**src/rtl/isp_ccm_pkg.sv**
```systemverilog
// Shared definitions for the colour-correction matrix stage: coefficient format,
// register map, identity matrix and the commit controller state encoding.
package isp_ccm_pkg;

  localparam int COEF_W    = 8;
  localparam int FRAC_BITS = 4;
  localparam int NUM_COEF  = 9;

  localparam logic [3:0] ADDR_COEF_LAST = 4'd8;
  localparam logic [3:0] ADDR_CTRL      = 4'd9;
  localparam logic [3:0] ADDR_STATUS    = 4'd10;

  localparam logic [71:0] CCM_IDENTITY = 72'h10_00_00_00_10_00_00_00_10;

  typedef enum logic [1:0] {
    IDLE  = 2'd0,
    PEND  = 2'd1,
    APPLY = 2'd2
  } ccm_state_e;

endpackage

```
**src/rtl/isp_edge_det.sv**
```systemverilog
// Single-register capture of a level input with a rising-edge pulse taken
// from the captured copy and its delayed copy.
module isp_edge_det (
  input  logic pclk,
  input  logic rst_n,
  input  logic sig_i,
  output logic rise_o
);

  logic sig_q, sig_qq;

  always_ff @(posedge pclk or negedge rst_n) begin
    if (!rst_n) begin
      sig_q  <= 1'b0;
      sig_qq <= 1'b0;
    end else begin
      sig_q  <= sig_i;
      sig_qq <= sig_q;
    end
  end

  assign rise_o = sig_q & ~sig_qq;

endmodule

```
**src/rtl/isp_ccm_ctrl.sv**
```systemverilog
// CCM configuration controller: host-writable shadow bank, committed atomically
// into the active bank on a frame boundary (or after an optional timeout).
module isp_ccm_ctrl
  import isp_ccm_pkg::*;
#(
  parameter int COEF_W      = isp_ccm_pkg::COEF_W,
  parameter int TIMEOUT_CYC = 0,
  parameter int FCNT_W      = 16
) (
  input  logic                  pclk,
  input  logic                  rst_n,
  input  logic                  cfg_we,
  input  logic [3:0]            cfg_addr,
  input  logic [COEF_W-1:0]     cfg_wdata,
  output logic [COEF_W-1:0]     cfg_rdata,
  input  logic                  cfg_commit,
  input  logic                  in_vsync,
  output logic                  commit_pend,
  output logic                  commit_done,
  output logic [9*COEF_W-1:0]   ccm_coef,
  output logic                  ccm_bypass,
  output logic [FCNT_W-1:0]     frame_cnt
);

  localparam logic [COEF_W-1:0]   ONE   = COEF_W'(1 << FRAC_BITS);
  localparam logic [3*COEF_W-1:0] ZERO3 = '0;
  localparam logic [NUM_COEF-1:0][COEF_W-1:0] IDENT = {ONE, ZERO3, ONE, ZERO3, ONE};
  localparam int TW = (TIMEOUT_CYC > 1) ? $clog2(TIMEOUT_CYC) : 1;
  localparam logic [TW-1:0] TLIM = TW'((TIMEOUT_CYC > 0) ? TIMEOUT_CYC - 1 : 0);

  ccm_state_e                        state_q;
  logic [TW-1:0]                     tcnt_q;
  logic [NUM_COEF-1:0][COEF_W-1:0]   shadow_q, active_q;
  logic                              sh_byp_q, act_byp_q;
  logic                              done_q;
  logic [COEF_W-1:0]                 rdata_q, rdata_d;
  logic [FCNT_W-1:0]                 fcnt_q;
  logic                              vs_rise, timeout_hit, is_coef;
  logic [3:0]                        cidx;

  isp_edge_det u_vs_det (
    .pclk   (pclk),
    .rst_n  (rst_n),
    .sig_i  (in_vsync),
    .rise_o (vs_rise)
  );

  // Address 0 (rr) lives in the top slot so the packed bank is rr-first.
  assign is_coef     = (cfg_addr <= ADDR_COEF_LAST);
  assign cidx        = 4'(NUM_COEF - 1) - cfg_addr;
  assign timeout_hit = (TIMEOUT_CYC != 0) && (tcnt_q == TLIM);

  always_ff @(posedge pclk or negedge rst_n) begin
    if (!rst_n) begin
      shadow_q <= IDENT;
      sh_byp_q <= 1'b0;
    end else if (cfg_we) begin
      if (is_coef)                    shadow_q[cidx] <= cfg_wdata;
      else if (cfg_addr == ADDR_CTRL) sh_byp_q       <= cfg_wdata[0];
    end
  end

  always_ff @(posedge pclk or negedge rst_n) begin
    if (!rst_n) begin
      state_q   <= IDLE;
      tcnt_q    <= '0;
      active_q  <= IDENT;
      act_byp_q <= 1'b0;
      done_q    <= 1'b0;
    end else begin
      done_q <= 1'b0;
      case (state_q)
        // A commit coinciding with a frame edge waits for the next one.
        IDLE: if (cfg_commit) begin
          state_q <= PEND;
          tcnt_q  <= '0;
        end
        PEND: if (vs_rise || timeout_hit) state_q <= APPLY;
              else                        tcnt_q  <= tcnt_q + TW'(1);
        APPLY: begin
          active_q  <= shadow_q;
          act_byp_q <= sh_byp_q;
          done_q    <= 1'b1;
          state_q   <= IDLE;
        end
        default: state_q <= IDLE;
      endcase
    end
  end

  always_ff @(posedge pclk or negedge rst_n) begin
    if (!rst_n)       fcnt_q <= '0;
    else if (vs_rise) fcnt_q <= fcnt_q + FCNT_W'(1);
  end

  always_comb begin
    rdata_d = '0;
    if (is_coef)                      rdata_d = shadow_q[cidx];
    else if (cfg_addr == ADDR_CTRL)   rdata_d = COEF_W'(sh_byp_q);
    else if (cfg_addr == ADDR_STATUS) rdata_d = COEF_W'({commit_pend, act_byp_q});
  end

  always_ff @(posedge pclk or negedge rst_n) begin
    if (!rst_n) rdata_q <= '0;
    else        rdata_q <= rdata_d;
  end

  assign commit_pend = (state_q != IDLE);
  assign commit_done = done_q;
  assign ccm_coef    = active_q;
  assign ccm_bypass  = act_byp_q;
  assign frame_cnt   = fcnt_q;
  assign cfg_rdata   = rdata_q;

endmodule
```
**config.mk**
```make
export PLATFORM = sky130hd
export DESIGN_NAME = isp_ccm_ctrl
export DESIGN_NICKNAME = d
export VERILOG_FILES = /design/src/rtl/isp_ccm_pkg.sv /design/src/rtl/isp_edge_det.sv /design/src/rtl/isp_ccm_ctrl.sv
export SDC_FILE = /design/constraint.sdc
export NUM_CORES = 1
export LEC_CHECK = 0
export ABC_AREA = 0
export BUFFER_PORTS_ARGS = -buffer_cell sky130_fd_sc_hd__buf_2
export CORE_MARGIN = 8
export CORE_UTILIZATION = 23
export CTS_CLUSTER_DIAMETER = 150
export DETAILED_ROUTE_END_ITERATION = 8
export PLACE_DENSITY = 0.4
export SLEW_MARGIN = 20
export SYNTH_ARGS = -nofsm -noshare
export SYNTH_HDL_FRONTEND = slang
export SYNTH_HIERARCHICAL = 1
export SYNTH_SLANG_ARGS = --single-unit
```
**constraint.sdc**
```tcl
create_clock -name pclk -period 1.89 [get_ports pclk]
set_input_delay 0.189 -clock pclk [delete_from_list [all_inputs] [get_ports pclk]]
set_output_delay 0.189 -clock pclk [all_outputs]
set_load 0.01 [all_outputs]
```
; Word-level counts from Yosys, hierarchy flattened
; Cells that the tools add are included.
[classes]
n_addsub = 2
magnitude_cmp = 3
n_eq_ne = 6
muxes = 12
bitwise = 3
n_reduce_logical = 6
[ops]
columns = operator, count
row1 = bitwise mux 72 bit, 1
row2 = binary-select mux 8 bit (select 4 bit), 1
row3 = demux 8 bit (select 4 bit), 1
row4 = 2-to-1 mux 8 bit, 3
row5 = adder 16 x 1 -> 16 bit (second input constant), 1
row6 = == test 4 bit (second input constant), 2
row7 = 2-to-1 mux 2 bit, 4
row8 = < comparator 4 x 5 -> 1 bit (second input constant), 1
row9 = greater-or-equal comparator 4 x 1 -> 1 bit (second input constant), 1
row10 = less-or-equal comparator 4 bit (second input constant), 1
row11 = case mux 2 bit (2 select lines), 1
row12 = AND reduction 2 bit, 2
row13 = subtractor 4 bit (first input constant), 1
row14 = AND reduction 3 bit, 1
row15 = == test 2 x 1 -> 1 bit (second input constant), 1
row16 = == test 2 bit (second input constant), 1
row17 = zero test 2 bit, 1
row18 = != test 2 x 1 -> 1 bit (second input constant), 1
row19 = != test 2 bit (second input constant), 1
row20 = NOT 1 bit, 2
row21 = nonzero test 2 bit, 1
row22 = AND 1 bit, 1
row23 = logical AND 1 bit, 1
row24 = 2-to-1 mux 1 bit, 1
[word_totals]
regBits = 175
output_inout_bits = 99

; Depth between registers and ports, before layout
[logic_depth]
depth_word = 6
mapped_depth = 10

; Cells and area by module
; Netlist, hierarchy kept.
[modules_own_cells]
columns = module, n_inst, cells_each, area_each_um2, seq_area_each_um2
row1 = isp_ccm_ctrl, 1, 617, 7274.5, 4336.7
row2 = isp_edge_det, 1, 3, 63.8, 50.0

; Least setup slack after synthesis
; Ideal clock, no wire load.
[synth_path]
path_type = in2reg
start = in cfg_addr[0]
end = reg rdata_q[5] (netlist: cfg_rdata[5])
setup_time_ps = 128
arrival_time_ps = 2116
required_ps = 1762
slack_ps = -354
path_stages = 9
path_buffers = 4
path_cell_list = buf_4 buf_6 inv_1 ha_1 buf_2 buf_1 mux4_2 a222oi_1 nor2_1
[synth_between]
elab_chain_len = 4
[synth_rtl]
columns = element, line
row1 = "start, declared", isp_ccm_ctrl.sv:13  ; input logic [3:0] cfg_addr,
row2 = subtractor 4 bit, isp_ccm_ctrl.sv:50  ; assign cidx = 4'(NUM_COEF - 1) - cfg_addr;
row3 = binary-select mux 8 bit (select 4 bit), isp_ccm_ctrl.sv:98  ; if (is_coef) rdata_d = shadow_q[cidx];
row4 = 2-to-1 mux 8 bit (not written as such), isp_ccm_ctrl.sv:98
row5 = 2-to-1 mux 8 bit (*), isp_ccm_ctrl.sv:98
row6 = net rdata_d[5], isp_ccm_ctrl.sv:36  ; logic [COEF_W-1:0] rdata_q, rdata_d;
row7 = "end signal, assigned", isp_ccm_ctrl.sv:105  ; else rdata_q <= rdata_d;
row8 = "end, declared", isp_ccm_ctrl.sv:36
; The timed path passes the listed nets; every way through them passes the cells marked *. The select of a mux whose other input is x is not followed.
; A chain may end at the register's enable or synchronous reset.

; Final worst setup path
[layout_path]
start = in cfg_addr[0]
end = reg rdata_q[0] (netlist: cfg_rdata[0])
[layout_between]
elab_chain_len = 4
[layout_rtl]
columns = element, line
row1 = subtractor 4 bit or == test 4 bit (tied branches), "isp_ccm_ctrl.sv:50, isp_ccm_ctrl.sv:100"
row2 = binary-select mux 8 bit (select 4 bit) or 2-to-1 mux 2 bit (tied branches), "isp_ccm_ctrl.sv:98, isp_ccm_ctrl.sv:100"
row3 = 2-to-1 mux 8 bit (not written as such) or 2-to-1 mux 2 bit (tied branches), "isp_ccm_ctrl.sv:98, isp_ccm_ctrl.sv:99"
row4 = 2-to-1 mux 8 bit (*), isp_ccm_ctrl.sv:98
row5 = net rdata_d[0], isp_ccm_ctrl.sv:36
; Marked as above.

==> impl_metrics.json <==
{
  "outcome": "complete, no violations",
  "drive_above_1_share_pct": 38.19,
  "drc": 0,
  "io_buffer_count": 115,
  "final_util_pct": 29.45,
  "setup_viol": 0,
  "yosysUniqueCellTypes": 49,
  "reg2reg_to": "cfg_rdata[0]$_DFF_PN0_",
  "max_cap_viol_count": 0,
  "grt_max_degree": 60,
  "drtIter0Drc": 325,
  "slew_viol_final": 0,
  "crit_path_frequent_cell": "buf_4",
  "post-route-period-util_pct": 83.39,
  "rsz0062_at_grt": "false",
  "finalHoldViolations": 0,
  "drt-total-wl_um": 22070,
  "async_flop_share_pct": 100.0,
  "die_h_um": 194.6,
  "hp-start": "cfg_wdata[7]",
  "cts_made_buffers": 17,
  "crit_required_ps": 2200,
  "clkPwrFrac_pct": 29.3,
  "min_period_ps": 1576,
  "p_switching_mw": 3.960,
  "die-area_um2": 37880,
  "hold_path_class": "input pin to flip-flop",
  "synth.cell_area_um2": 7338,
  "antenna_found_initial": 0,
  "slew_headroom_pct": 67.42,
  "p_leak_nw": 4.627,
  "ys_seq_area_share_pct": 59.78,
  "cp_cell_sequence": "buf_2 > buf_4 > or2_1 > a21oi_2 > o21ai_2 > buf_4 > buf_4 > a221oi_1 > a21oi_1",
  "synthCells": 620,
  "power_density_nw_per_um2": 1279,
  "grt_overflow": 0,
  "fp-row-count": 65,
  "clockBufferDepth": 2,
  "r2r_start": "shadow_q[16]$_DFFE_PN0P_",
  "clock_sinks": 175,
  "finClkSkew_ps": 23.62,
  "critPathArrivalTime_ps": 1880,
  "area_growth_pct": 26.31,
  "yosysTopAreaCell": "dfrtp_1",
  "clock.fmax_mhz": 634.5,
  "vias": 4985,
  "clk_pin_slew_ps": 70,
  "min_to": "shadow_q[47]$_DFFE_PN0P_",
  "crit_type": "input pin to flip-flop",
  "final_antenna_net_count": 0,
  "place_hpwl_um": 15840,
  "combinationalPowerShare_pct": 23.0,
  "syn_avg_cell_area_um2": 11.84,
  "initial_core_util_pct": 23.32,
  "crit_family": "compound AO/OA/AOI/OAI gates",
  "swShare_pct": 33.42,
  "grt_pass1_wl_um": 34980,
  "fillers": 3269,
  "ir_drop_mv": 0.6750,
  "path_buf_inv": 4,
  "detail_route.wl_per_cell_um": 18.75,
  "worst_pin_slew_ps": 488.7,
  "die_x_um": 194.6,
  "cts-htree-levels": 4,
  "reg2reg_depth": 3,
  "pre_cts_slack_ps": -91.05,
  "slowest_stage": "a221oi_1",
  "cp_slowest_stage_delay_ps": 370,
  "path_max_fanout": 6,
  "n_antenna_cell": 0,
  "clk_latency_ps": 440,
  "layout_setup_ws_ps": 314.0,
  "cts-resized-gates": 0,
  "grt_pass1_vias": 5439,
  "root_buffer": "clkbuf_16",
  "routed_via_density": 4.235,
  "synth_top_area_share_pct": 57.63,
  "synth_edf_count": 0,
  "grtUsageTotal_pct": 12.06,
  "drtPass1Iterations": 6,
  "intPower_mw": 7.890,
  "yosysWarnings": 6,
  "cts_tree": "built",
  "r2r_slack_ps": 320,
  "ys_ff_latch": 175,
  "start_kind": "input pin",
  "synthesis.nets": 643,
  "synth_area_leaders": "dfrtp_1, nand2_1, mux2_2, mux4_2, dfstp_2",
  "place_congestion": 0.7918,
  "finalNetCount": 785,
  "ioPinCount": 116,
  "end_kind": "flip-flop",
  "synth-main-ff-cell": "dfrtp_1",
  "core_area_um2": 31470,
  "seqPwrFrac_pct": 47.7,
  "whs_path_depth": 2
}
-- worst max path at each step --
stage	from	endpoint	slack, ps	depth (start not counted)
after floorplan	cfg_addr[0]	shadow_q[16]$_DFFE_PN0P_	10	10
after global placement	cfg_addr[1]	shadow_q[54]$_DFFE_PN0P_	-20	8
after detailed placement	cfg_addr[0]	cfg_rdata[0]$_DFF_PN0_	-90	9
after CTS	frame_cnt[3]$_DFFE_PN0P_	frame_cnt[13]$_DFFE_PN0P_	350	5
after global routing	frame_cnt[3]$_DFFE_PN0P_	frame_cnt[13]$_DFFE_PN0P_	250	5
final	cfg_addr[0]	cfg_rdata[0]$_DFF_PN0_	310	9
-- Yosys cell counts, types with 2 or more instances --
| cell | n |
|---|---|
| buf_2 | 2 |
| xor2_1 | 3 |
| nand2_2 | 3 |
| mux2_2 | 73 |
| dfrtp_1 | 169 |
| inv_1 | 6 |
| nand3_1 | 5 |
| nand3_4 | 2 |
| nand2_1 | 231 |
| clkbuf_1 | 18 |
| nand2b_1 | 2 |
| dfstp_2 | 6 |
| buf_1 | 3 |
| and2_1 | 3 |
| nand4_1 | 5 |
| buf_6 | 3 |
| nor2_1 | 13 |
| and4_1 | 3 |
| a21oi_1 | 3 |
| mux4_2 | 16 |
| xnor2_1 | 13 |
| ha_1 | 6 |
| a222oi_1 | 6 |
-- placed cells by master (no fill, tap or decap), types with 4 or more instances in the layout --
master	instances
inv_1	4
buf_2	114
buf_12	8
mux2_2	73
dfstp_2	6
nor2_1	12
nand3_1	5
ha_1	5
a222oi_1	6
inv_6	7
dfrtp_1	169
nand2_1	231
nand4_1	5
clkbuf_16	17
buf_4	24
mux4_2	16
xnor2_1	13
-- power by group through the flow --
| stage | Sequential, mW | Clock (mW) | Combinational [mW] |
|---|---|---|---|
| floorplan | 5.78 | 0 | 1.23 |
| global placement | 5.76 | 0 | 2.79 |
| detailed placement | 5.74 | 0 | 2.81 |
| CTS | 5.68 | 3.60 | 2.83 |
| global route | 5.81 | 3.76 | 3.05 |
| finish | 5.65 | 3.48 | 2.72 |
-- cell type report --
class / instances / area (um^2) / share of cell area, %
sequential: 175 / 4387 / 47.33
multi-input combinational: 412 / 2836 / 30.60
timing repair buffer: 150 / 952.2 / 10.27
tap: 402 / 503.0 / 5.427
clock buffer: 17 / 425.4 / 4.590
clock inverter: 15 / 142.6 / 1.539
inverter: 6 / 22.52 / 0.2430
-- layer usage --
metal	vias to the layer above	wire (um)	track usage [%]
met5	-	0	0
met4	0	241	3.508
met3	16	929	3.127
met2	98	10430	18.98
met1	2512	10460	16.12
li1	2359	-	-
-- what timing repair did --
action                                 4_1_cts  5_1_grt
buffers inserted                             0        0
hold buffers                                 3        0
endpoints found under the hold margin      172        0
-- metrics by stage --
stage,instances,setup TNS [ps],power [mW],area (um^2),hold slack [ps]
detailed placement,1142,-221.5,8.549,8671,76.52
floorplan,620,0,7.013,7396,-106.6
CTS,1177,0,12.11,9269,140.6
global placement,1142,-69.32,8.544,8671,82.73
global route,1177,0,12.62,9269,144.6
finish,1177,0,11.85,9269,158.7
-- flip-flops by register name (all words and copies together) (netlist names) --
name / count
ccm_bypass: 1
ccm_coef: 72
cfg_rdata: 8
commit_done: 1
frame_cnt: 16
sh_byp_q: 1
shadow_q: 72
state_q: 2
u_vs_det/sig_q: 1
u_vs_det/sig_qq: 1
-- cell families after synthesis --
group | share of synthesized area, %
AOI/OAI and AO/OA | 2.251
xor gates and xnor gates | 1.910
adders and majority gates | 1.023
buffers and inverters | 2.080
DFF | 59.78
muxes | 16.40
and+or+nand+nor | 16.56
Power figures use the tool's default switching activity.
